===== config.mk =====
export PLATFORM = sky130hd
export DESIGN_NAME = paper_ctrl_fsm
export DESIGN_NICKNAME = d
export VERILOG_FILES = /design/src/rtl/paper_ctrl_fsm.sv
export SDC_FILE = /design/constraint.sdc
export NUM_CORES = 1
export LEC_CHECK = 0
export ABC_AREA = 0
export CAP_MARGIN = 15
export CORE_AREA = 2 2 43 61
export CTS_CLUSTER_DIAMETER = 60
export DETAILED_ROUTE_END_ITERATION = 6
export DIE_AREA = 0 0 45 63
export PLACE_DENSITY_LB_ADDON = 0.25
export RECOVER_POWER = 25
export SYNTH_ARGS = -nofsm -noshare
export SYNTH_HDL_FRONTEND = slang
export SYNTH_SLANG_ARGS = --single-unit

===== constraint.sdc =====
create_clock -name clk -period 2 [get_ports clk]
set_input_delay 0.4 -clock clk [delete_from_list [all_inputs] [get_ports clk]]
set_output_delay 0.4 -clock clk [all_outputs]
set_load 0.01 [all_outputs]

===== src/rtl/paper_ctrl_fsm.sv =====
// ---------------------------------------------------------------------------
// paper_ctrl_fsm
//   Multi-cycle control sequencer for the PaperProcessor datapath. It steps
//   one instruction at a time through FETCH, DECODE, EXEC, MEM and WB, using
//   the opcode held in IR and the ALU zero flag. It drives the load enables of
//   the PC, IR and register file and runs the handshake to the shared
//   instruction/data memory port.
//
// Parameters
//   CNTW    width of the retired-instruction counter instr_cnt
//   MEM_TO  number of unacknowledged request cycles before a memory timeout
//           (must be at least 2)
//
// Ports
//   clk        in   clock, all state changes on the rising edge
//   r          in   asynchronous active-high reset
//   run        in   level, leaves HALT when high (ignored elsewhere)
//   ir_op      in   opcode field of the current IR
//   zero       in   ALU zero flag, meaningful in EXEC
//   mem_ack    in   memory completes the current request this cycle
//   mem_req    out  memory request, held until ack or timeout
//   mem_we     out  request is a write (store), 0 means read
//   pc_en      out  PC load enable, single-cycle pulse
//   pc_sel     out  PC source: 0 PC+1, 1 branch target, 2 jump target
//   ir_en      out  IR load enable, single-cycle pulse
//   alu_en     out  ALU result register enable
//   rf_we      out  register file write enable, single-cycle pulse
//   rf_src     out  write-back source: 0 ALU, 1 memory data
//   halted     out  FSM is in HALT
//   illegal    out  single-cycle pulse, undefined opcode decoded
//   err        out  sticky memory timeout flag, cleared when leaving HALT
//   state      out  current state encoding (debug)
//   instr_cnt  out  count of instructions leaving DECODE, wraps
// ---------------------------------------------------------------------------
module paper_ctrl_fsm #(
  parameter int CNTW   = 8,
  parameter int MEM_TO = 16
) (
  input  logic            clk,
  input  logic            r,
  input  logic            run,
  input  logic [3:0]      ir_op,
  input  logic            zero,
  input  logic            mem_ack,
  output logic            mem_req,
  output logic            mem_we,
  output logic            pc_en,
  output logic [1:0]      pc_sel,
  output logic            ir_en,
  output logic            alu_en,
  output logic            rf_we,
  output logic            rf_src,
  output logic            halted,
  output logic            illegal,
  output logic            err,
  output logic [2:0]      state,
  output logic [CNTW-1:0] instr_cnt
);

  // State encoding is visible on the debug port, so the values are fixed.
  typedef enum logic [2:0] {
    S_HALT   = 3'd0,
    S_FETCH  = 3'd1,
    S_DECODE = 3'd2,
    S_EXEC   = 3'd3,
    S_MEM    = 3'd4,
    S_WB     = 3'd5
  } state_t;

  localparam logic [3:0] OP_NOP   = 4'd0;
  localparam logic [3:0] OP_ALU   = 4'd1;
  localparam logic [3:0] OP_LOAD  = 4'd2;
  localparam logic [3:0] OP_STORE = 4'd3;
  localparam logic [3:0] OP_BEQ   = 4'd4;
  localparam logic [3:0] OP_JMP   = 4'd5;
  localparam logic [3:0] OP_HALT  = 4'd15;

  localparam int WW = (MEM_TO > 2) ? $clog2(MEM_TO) : 1;

  // Value of the wait counter in the last request cycle that may still be
  // acknowledged; no ack in that cycle means timeout.
  localparam logic [WW-1:0] WAIT_LAST = WW'(MEM_TO - 1);

  localparam logic [1:0] PC_INC    = 2'd0;
  localparam logic [1:0] PC_BRANCH = 2'd1;
  localparam logic [1:0] PC_JUMP   = 2'd2;

  state_t          state_q, state_d;
  logic [WW-1:0]   wait_q, wait_d;
  logic            err_q, err_d;
  logic [CNTW-1:0] cnt_q, cnt_d;

  logic            mem_timeout;

  // A request cycle without ack while the counter sits on its last value
  // aborts the instruction. Only meaningful in FETCH and MEM.
  assign mem_timeout = !mem_ack && (wait_q == WAIT_LAST);

  // State register. Reset is asynchronous so the strobes (all decoded from
  // state_q) drop the moment r rises, abandoning any in-flight request.
  always_ff @(posedge clk or posedge r) begin
    if (r) begin
      state_q <= S_HALT;
      wait_q  <= '0;
      err_q   <= 1'b0;
      cnt_q   <= '0;
    end else begin
      state_q <= state_d;
      wait_q  <= wait_d;
      err_q   <= err_d;
      cnt_q   <= cnt_d;
    end
  end

  // Next-state logic. ir_op is read directly in EXEC, MEM and WB because IR
  // is only reloaded by the FETCH ack, so the opcode is stable until then.
  always_comb begin
    state_d = state_q;
    wait_d  = wait_q;
    err_d   = err_q;
    cnt_d   = cnt_q;

    case (state_q)
      S_HALT: begin
        if (run) begin
          state_d = S_FETCH;
          err_d   = 1'b0;
        end
      end

      S_FETCH: begin
        if (mem_ack) begin
          state_d = S_DECODE;
        end else if (mem_timeout) begin
          state_d = S_HALT;
          err_d   = 1'b1;
        end else begin
          wait_d = wait_q + 1'b1;
        end
      end

      S_DECODE: begin
        // Every instruction leaving DECODE is counted, including HALT and
        // undefined opcodes.
        cnt_d = cnt_q + CNTW'(1);
        case (ir_op)
          OP_HALT:  state_d = S_HALT;
          OP_ALU,
          OP_LOAD,
          OP_STORE,
          OP_BEQ,
          OP_JMP:   state_d = S_EXEC;
          default:  state_d = S_FETCH;
        endcase
      end

      S_EXEC: begin
        case (ir_op)
          OP_ALU:   state_d = S_WB;
          OP_LOAD,
          OP_STORE: state_d = S_MEM;
          default:  state_d = S_FETCH;
        endcase
      end

      S_MEM: begin
        if (mem_ack) begin
          state_d = (ir_op == OP_LOAD) ? S_WB : S_FETCH;
        end else if (mem_timeout) begin
          state_d = S_HALT;
          err_d   = 1'b1;
        end else begin
          wait_d = wait_q + 1'b1;
        end
      end

      S_WB: begin
        state_d = S_FETCH;
      end

      default: begin
        state_d = S_HALT;
      end
    endcase

    // The wait counter restarts on every fresh entry to a request state.
    if ((state_d != state_q) && ((state_d == S_FETCH) || (state_d == S_MEM))) begin
      wait_d = '0;
    end
  end

  // Output decode. The FETCH enables are combinational on mem_ack so IR and
  // PC load on the same edge that the memory delivers the instruction.
  always_comb begin
    mem_req = 1'b0;
    mem_we  = 1'b0;
    pc_en   = 1'b0;
    pc_sel  = PC_INC;
    ir_en   = 1'b0;
    alu_en  = 1'b0;
    rf_we   = 1'b0;
    rf_src  = 1'b0;
    illegal = 1'b0;

    case (state_q)
      S_FETCH: begin
        mem_req = 1'b1;
        if (mem_ack) begin
          ir_en = 1'b1;
          pc_en = 1'b1;
        end
      end

      S_DECODE: begin
        case (ir_op)
          OP_NOP, OP_ALU, OP_LOAD, OP_STORE,
          OP_BEQ, OP_JMP, OP_HALT: illegal = 1'b0;
          default:                 illegal = 1'b1;
        endcase
      end

      S_EXEC: begin
        alu_en = 1'b1;
        if (ir_op == OP_BEQ) begin
          pc_en  = zero;
          pc_sel = PC_BRANCH;
        end else if (ir_op == OP_JMP) begin
          pc_en  = 1'b1;
          pc_sel = PC_JUMP;
        end
      end

      S_MEM: begin
        mem_req = 1'b1;
        mem_we  = (ir_op == OP_STORE);
      end

      S_WB: begin
        rf_we  = 1'b1;
        rf_src = (ir_op == OP_LOAD);
      end

      default: begin
        mem_req = 1'b0;
      end
    endcase
  end

  assign halted    = (state_q == S_HALT);
  assign err       = err_q;
  assign state     = state_q;
  assign instr_cnt = cnt_q;

endmodule

Word level (Yosys, flattened, before mapping)
Cells that the tools add are included.
{ "classes": {"eq_ne": 20, "addsub": 2, "n_mul": 0, "bitwise": 0, "n_div": 0, "shift": 0, "mux": 31, "n_reduce_logical": 14, "n_lt_le_gt_ge": 0} }
{ "ops": {"columns": ["cell", "count"], "rows": [
  ["$pmux 3 s6", 1],
  ["$mux 4", 4],
  ["$mux 3", 5],
  ["$mux 1", 14],
  ["$eq 3x3->1 const B", 3],
  ["$add 8x1->8 const B", 1],
  ["$eq 4x2->1 const B", 2],
  ["$eq 4x3->1 const B", 2],
  ["$eq 4x4->1 const B", 2],
  ["$reduce_or 7->1", 1],
  ["$eq 3x1->1 const B", 2],
  ["$eq 3x2->1 const B", 2],
  ["$mux 2", 3],
  ["$ne 2x1->1 const B", 3],
  ["$pmux 3 s2", 1],
  ["$reduce_or 5->1", 1],
  ["$add 4x1->4 const B", 1],
  ["$eq 4x1->1 const B", 1],
  ["$logic_not 4->1", 1],
  ["$ne 2x2->1 const B", 2],
  ["$pmux 1 s2", 2],
  ["$pmux 2 s2", 1],
  ["$reduce_and 4->1", 1],
  ["$reduce_bool 2->1", 2],
  ["7 further kinds", 9]
]} }
{ "word_totals": {"memories": 0, "ff_bits": 16, "mem_bits_ro": 0, "output_inout_bits": 23, "elab_cells": 71, "latchBits": 0, "in_bits": 9, "mem_bits_rw": 0} }

Depth between registers and ports, before layout
{ "depth": {"word_depth": 10, "mapped_depth": 6, "ltp_nobuf": 6} }

Worst setup path before layout
No wires, ideal clock.
{ "synth_path": {"path_type": "register to output", "startpoint": "reg state_q[2] (netlist: state[2])", "endpoint": "out pc_en", "path_buffers": 1, "stages_incl_launch_ff": 6, "setup_slack_ns": 0.220, "t_required_ns": 1.600, "arrival_ns": 1.380, "path_cell_list": "dfrtp_1 buf_4 nand3b_1 inv_1 nand3_1 o21ai_0"} }
{ "synth_via": {"elab_chain_cells": 2, "word_cells_on_any_way": 3, "classes_between": "2 x eq/ne; 1 x mux"} }
{ "synth_rtl": {"columns": ["item", "line_no", "text"], "rows": [
  ["start, declared", "88", "state_t state_q, state_d;"],
  ["start signal, assigned", "108", "state_q <= state_d;"],
  ["$eq 3x2->1 or $eq 3x1->1 (tied branches)", "205", "case (state_q)"],
  ["$pmux 1 s2 *", "205", null],
  ["end, declared", "47", "output logic pc_en,"]
]} }
Mark *: on every way between the ends. The rest lies on a longest branch, timed or not.

Worst setup path in the final report
{ "layout_path": {"startpoint": "reg state_q[2] (netlist: state[2])", "endpoint": "out alu_en"} }
{ "layout_via": {"elab_chain_cells": 2} }
{ "layout_rtl": {"columns": ["item", "line_no", "text"], "rows": [
  ["$eq 3x2->1", "205", null],
  ["$mux 1", "205", null],
  ["end, declared", "50", "output logic alu_en,"]
]} }
No other way between the ends.

==> run_results.csv <==
group,metric,value,unit
die,die_h,63,um
detailed_routing,dr.pass1.iters,3,
detailed_routing,via_count,915,
cts,cts_buffer_depth,2,
finish,area_growth,52.6,%
finish,final_area,1490,um^2
power_and_ir_drop,p_clk_share,13.5,%
setup_path,cp_max_fo,2,
finish,fillers,216,
synthesis,synthesis.area,978,um^2
sta,fin_crit,1.92,ns
setup_path,crit_path_end_kind,"output pin",
min_path,hold_path.class,"reg2reg",
sta,max-slew-margin-rel,59.2,%
power_and_ir_drop,intPower,1.00,mW
sta,setup_tns,0,ns
setup_path,critical_path_class,"reg2out",
setup_path,crit_path_cell_trace,"nand3b_1, inv_1, clkdlybuf4s50_1",
detailed_routing,drc,0,
setup_path,path_buf_inv,2,
setup_path,required,1.60,ns
detailed_routing,drtIter0Drc,10,
synthesis,synth_cell_type_count,36,
power_and_ir_drop,p_seq_share,31.2,%
cts,clock_latency,0.28,ns
global_routing,first_global_vias,951,
synthesis,yosysWarnings,0,
finish,post-route-util,64.6,%
power_and_ir_drop,ir_drop,579,uV
synthesis,ys_ff_latch,16,
die,core_area,2310,um^2
global_routing,grt_pass1_wl,4050,um
detailed_routing,routed_wl,2330,um
die,pin_count,32,
cts,cts_tree,"built",
cts,ctsHtreeMaxLevel,1,
setup_path,cp_top_family,"buffers and inverters",
placed_design,dp.cells,172,
synthesis,synth_fp_nets,111,
synthesis,seq_area_frac_synth,40.9,%
global_routing,grtUsageTotal,18.6,%
cts,cts_made_buffers,3,
sta,setup_violations,0,
synthesis,async_flop_share,100,%
sta,grt_setup_unrepaired,"false",
power_and_ir_drop,power.switching,0.578,mW
finish,final_nets,165,
placed_design,placed_area,1460,um^2
setup_path,cpPeakStageDelay,0.53,ns
cts,clk_transition_reported_paths,0.10,ns
sta,fin_skew,0.00151,ns
finish,finalNonFillerCells,176,
cts,clkSinkCount,16,
status,status,"finished clean",
die,die_area,2840,um^2
global_routing,grt_antenna_before_repair,0,
synthesis,synthCells,100,
setup_path,cp.arrival,1.52,ns
power_and_ir_drop,p_leak,0.741,nW
sta,whs,0.474,ns
finish,drive_above_1_share,26.1,%
sta,hold_violations,0,
sta,period_share,95.8,%
power_and_ir_drop,switching_share,36.6,%
setup_path,slowest_stage,"clkdlybuf4s50_1",
power_and_ir_drop,powerDensity,1060,nW/um^2
setup_path,startpoint_type,"flop",
global_routing,grt_start_max_net_pins,17,
synthesis,synth_edf_count,0,
global_routing,gr-total-overflow,0,
synthesis,syn_area_per_cell,9.78,um^2
sta,slew_viol_final,0,
detailed_routing,antenna_left,0,
job,max_cap_violations,0,
power_and_ir_drop,p_comb_share,55.3,%
detailed_routing,via_per_inst,5.20,
detailed_routing,post_drt_wl_per_cell,13.2,um
sta,worstMarginPinSlew,0.612,ns
cts,cts-root-buf,"clkbuf_4",
finish,diodes,0,
placed_design,gp_congestion,0.760,
die,initial_core_util,42.3,%
synthesis,synth_ff_type,"dfrtp_1",
die,num_rows,21,
placed_design,dp_hpwl,1930,um
sta,max_freq,522,MHz
die,fp.dieW,45,um
placed_design,port_buffers,31,
## what timing repair did
item	CTS	global route
pin swaps	1	0
gates resized for setup	17	8
endpoints found under the setup margin	10	5
hold buffers	0	0
setup buffers	0	0
## cells by family (layout without fill, tap and decap cells)
family | Yosys count | count (layout) | share of synthesized area [%]
buffers and inverters | 9 | 62 | 5.11
adder cells (fa/ha/maj) | 2 | 2 | 2.56
flip-flops | 16 | 16 | 40.9
multiplexers | 3 | 3 | 3.20
XOR/XNOR | 10 | 10 | 8.95
AND/OR/NAND/NOR | 48 | 48 | 29.8
AO/OA/AOI/OAI | 12 | 12 | 9.46
## flip-flops by register name (all words and copies together), names as in the netlist
signal,flops
instr_cnt,8
wait_q,4
state,3
err,1
## cells in the final DEF, fill, tap and decap left out, drive strengths merged, types with 2 or more instances in the layout
cell type,synthesis,routed
mux2i,2,2
nand3b,2,2
a21oi,4,4
dlygate4sd2,0,9
dfrtp,16,16
nand4,2,2
nand2,6,6
nor2,12,12
and2,2,2
xnor2,6,6
buf,4,22
xor2,4,4
o21ai,2,2
ha,2,2
and3,3,3
inv,5,5
nor3,8,8
clkdlybuf4s50,0,16
clkbuf,0,7
nor3b,2,2
nand3,5,5
## power by group through the flow
stage / Combinational, mW / Clock (mW) / Sequential (mW)
final: 0.875 / 0.213 / 0.493
after global routing: 0.956 / 0.227 / 0.510
after CTS: 0.889 / 0.218 / 0.495
after detailed placement: 0.906 / 0 / 0.495
after global placement: 0.890 / 0 / 0.491
after floorplan: 0.439 / 0 / 0.506
## synth_stat cells (all sizes together) (2+ instances only)
| cell | count | area (um^2) |
|---|---|---|
| mux2i | 2 | 20.0 |
| nand4 | 2 | 12.5 |
| nor2 | 12 | 47.6 |
| and2 | 2 | 12.5 |
| buf | 4 | 31.3 |
| nor3 | 8 | 50.1 |
| inv | 5 | 18.8 |
| ha | 2 | 25.0 |
| nand3b | 2 | 15.0 |
| dfrtp | 16 | 400 |
| a21oi | 4 | 20.0 |
| and3 | 3 | 18.8 |
| nand2 | 6 | 22.5 |
| nand3 | 5 | 25.0 |
| xnor2 | 6 | 52.6 |
| xor2 | 4 | 35.0 |
| o21ai | 2 | 10.0 |
| nor3b | 2 | 26.3 |
## area by class of cell
class | count | area, um^2 | area share [%]
clock buffer | 4 | 36.3 | 2.43
timing repair buffer | 53 | 464 | 31.1
tap | 23 | 28.8 | 1.93
multi-input combinational | 75 | 544 | 36.5
inverter | 5 | 18.8 | 1.26
sequential | 16 | 400 | 26.8
## layer usage
| metal | share of wire, % | GRT usage, % |
|---|---|---|
| met5 | 0 | 0 |
| met4 | 1.4 | 6.99 |
| met3 | 3.0 | 2.60 |
| met2 | 57 | 34.1 |
| met1 | 39 | 20.0 |
## through the flow
| step | power (mW) | worst slack (ns) |
|---|---|---|
| 4_1_cts | 1.60 | 0.00307 |
| 6_report | 1.58 | 0.0848 |
| 3_5_place_dp | 1.40 | -0.366 |
| 2_1_floorplan | 0.944 | 0.220 |
| 3_3_place_gp | 1.38 | -0.317 |
| 5_1_grt | 1.69 | 0.00277 |
## worst paths after layout
check	startpoint	end	slack [ns]	depth (start not counted)
max reg2reg	wait_q[0]	wait_q[3]	0.20	6
min in group asynchronous	r	instr_cnt[6]	0.63	2
max	state[2]	alu_en	0.08	3
max in group asynchronous	r	wait_q[3]	0.97	2
min reg2reg	instr_cnt[7]	instr_cnt[7]	0.47	1
min	instr_cnt[7]	instr_cnt[7]	0.47	1
No activity file was read; power rests on OpenSTA's default activity.
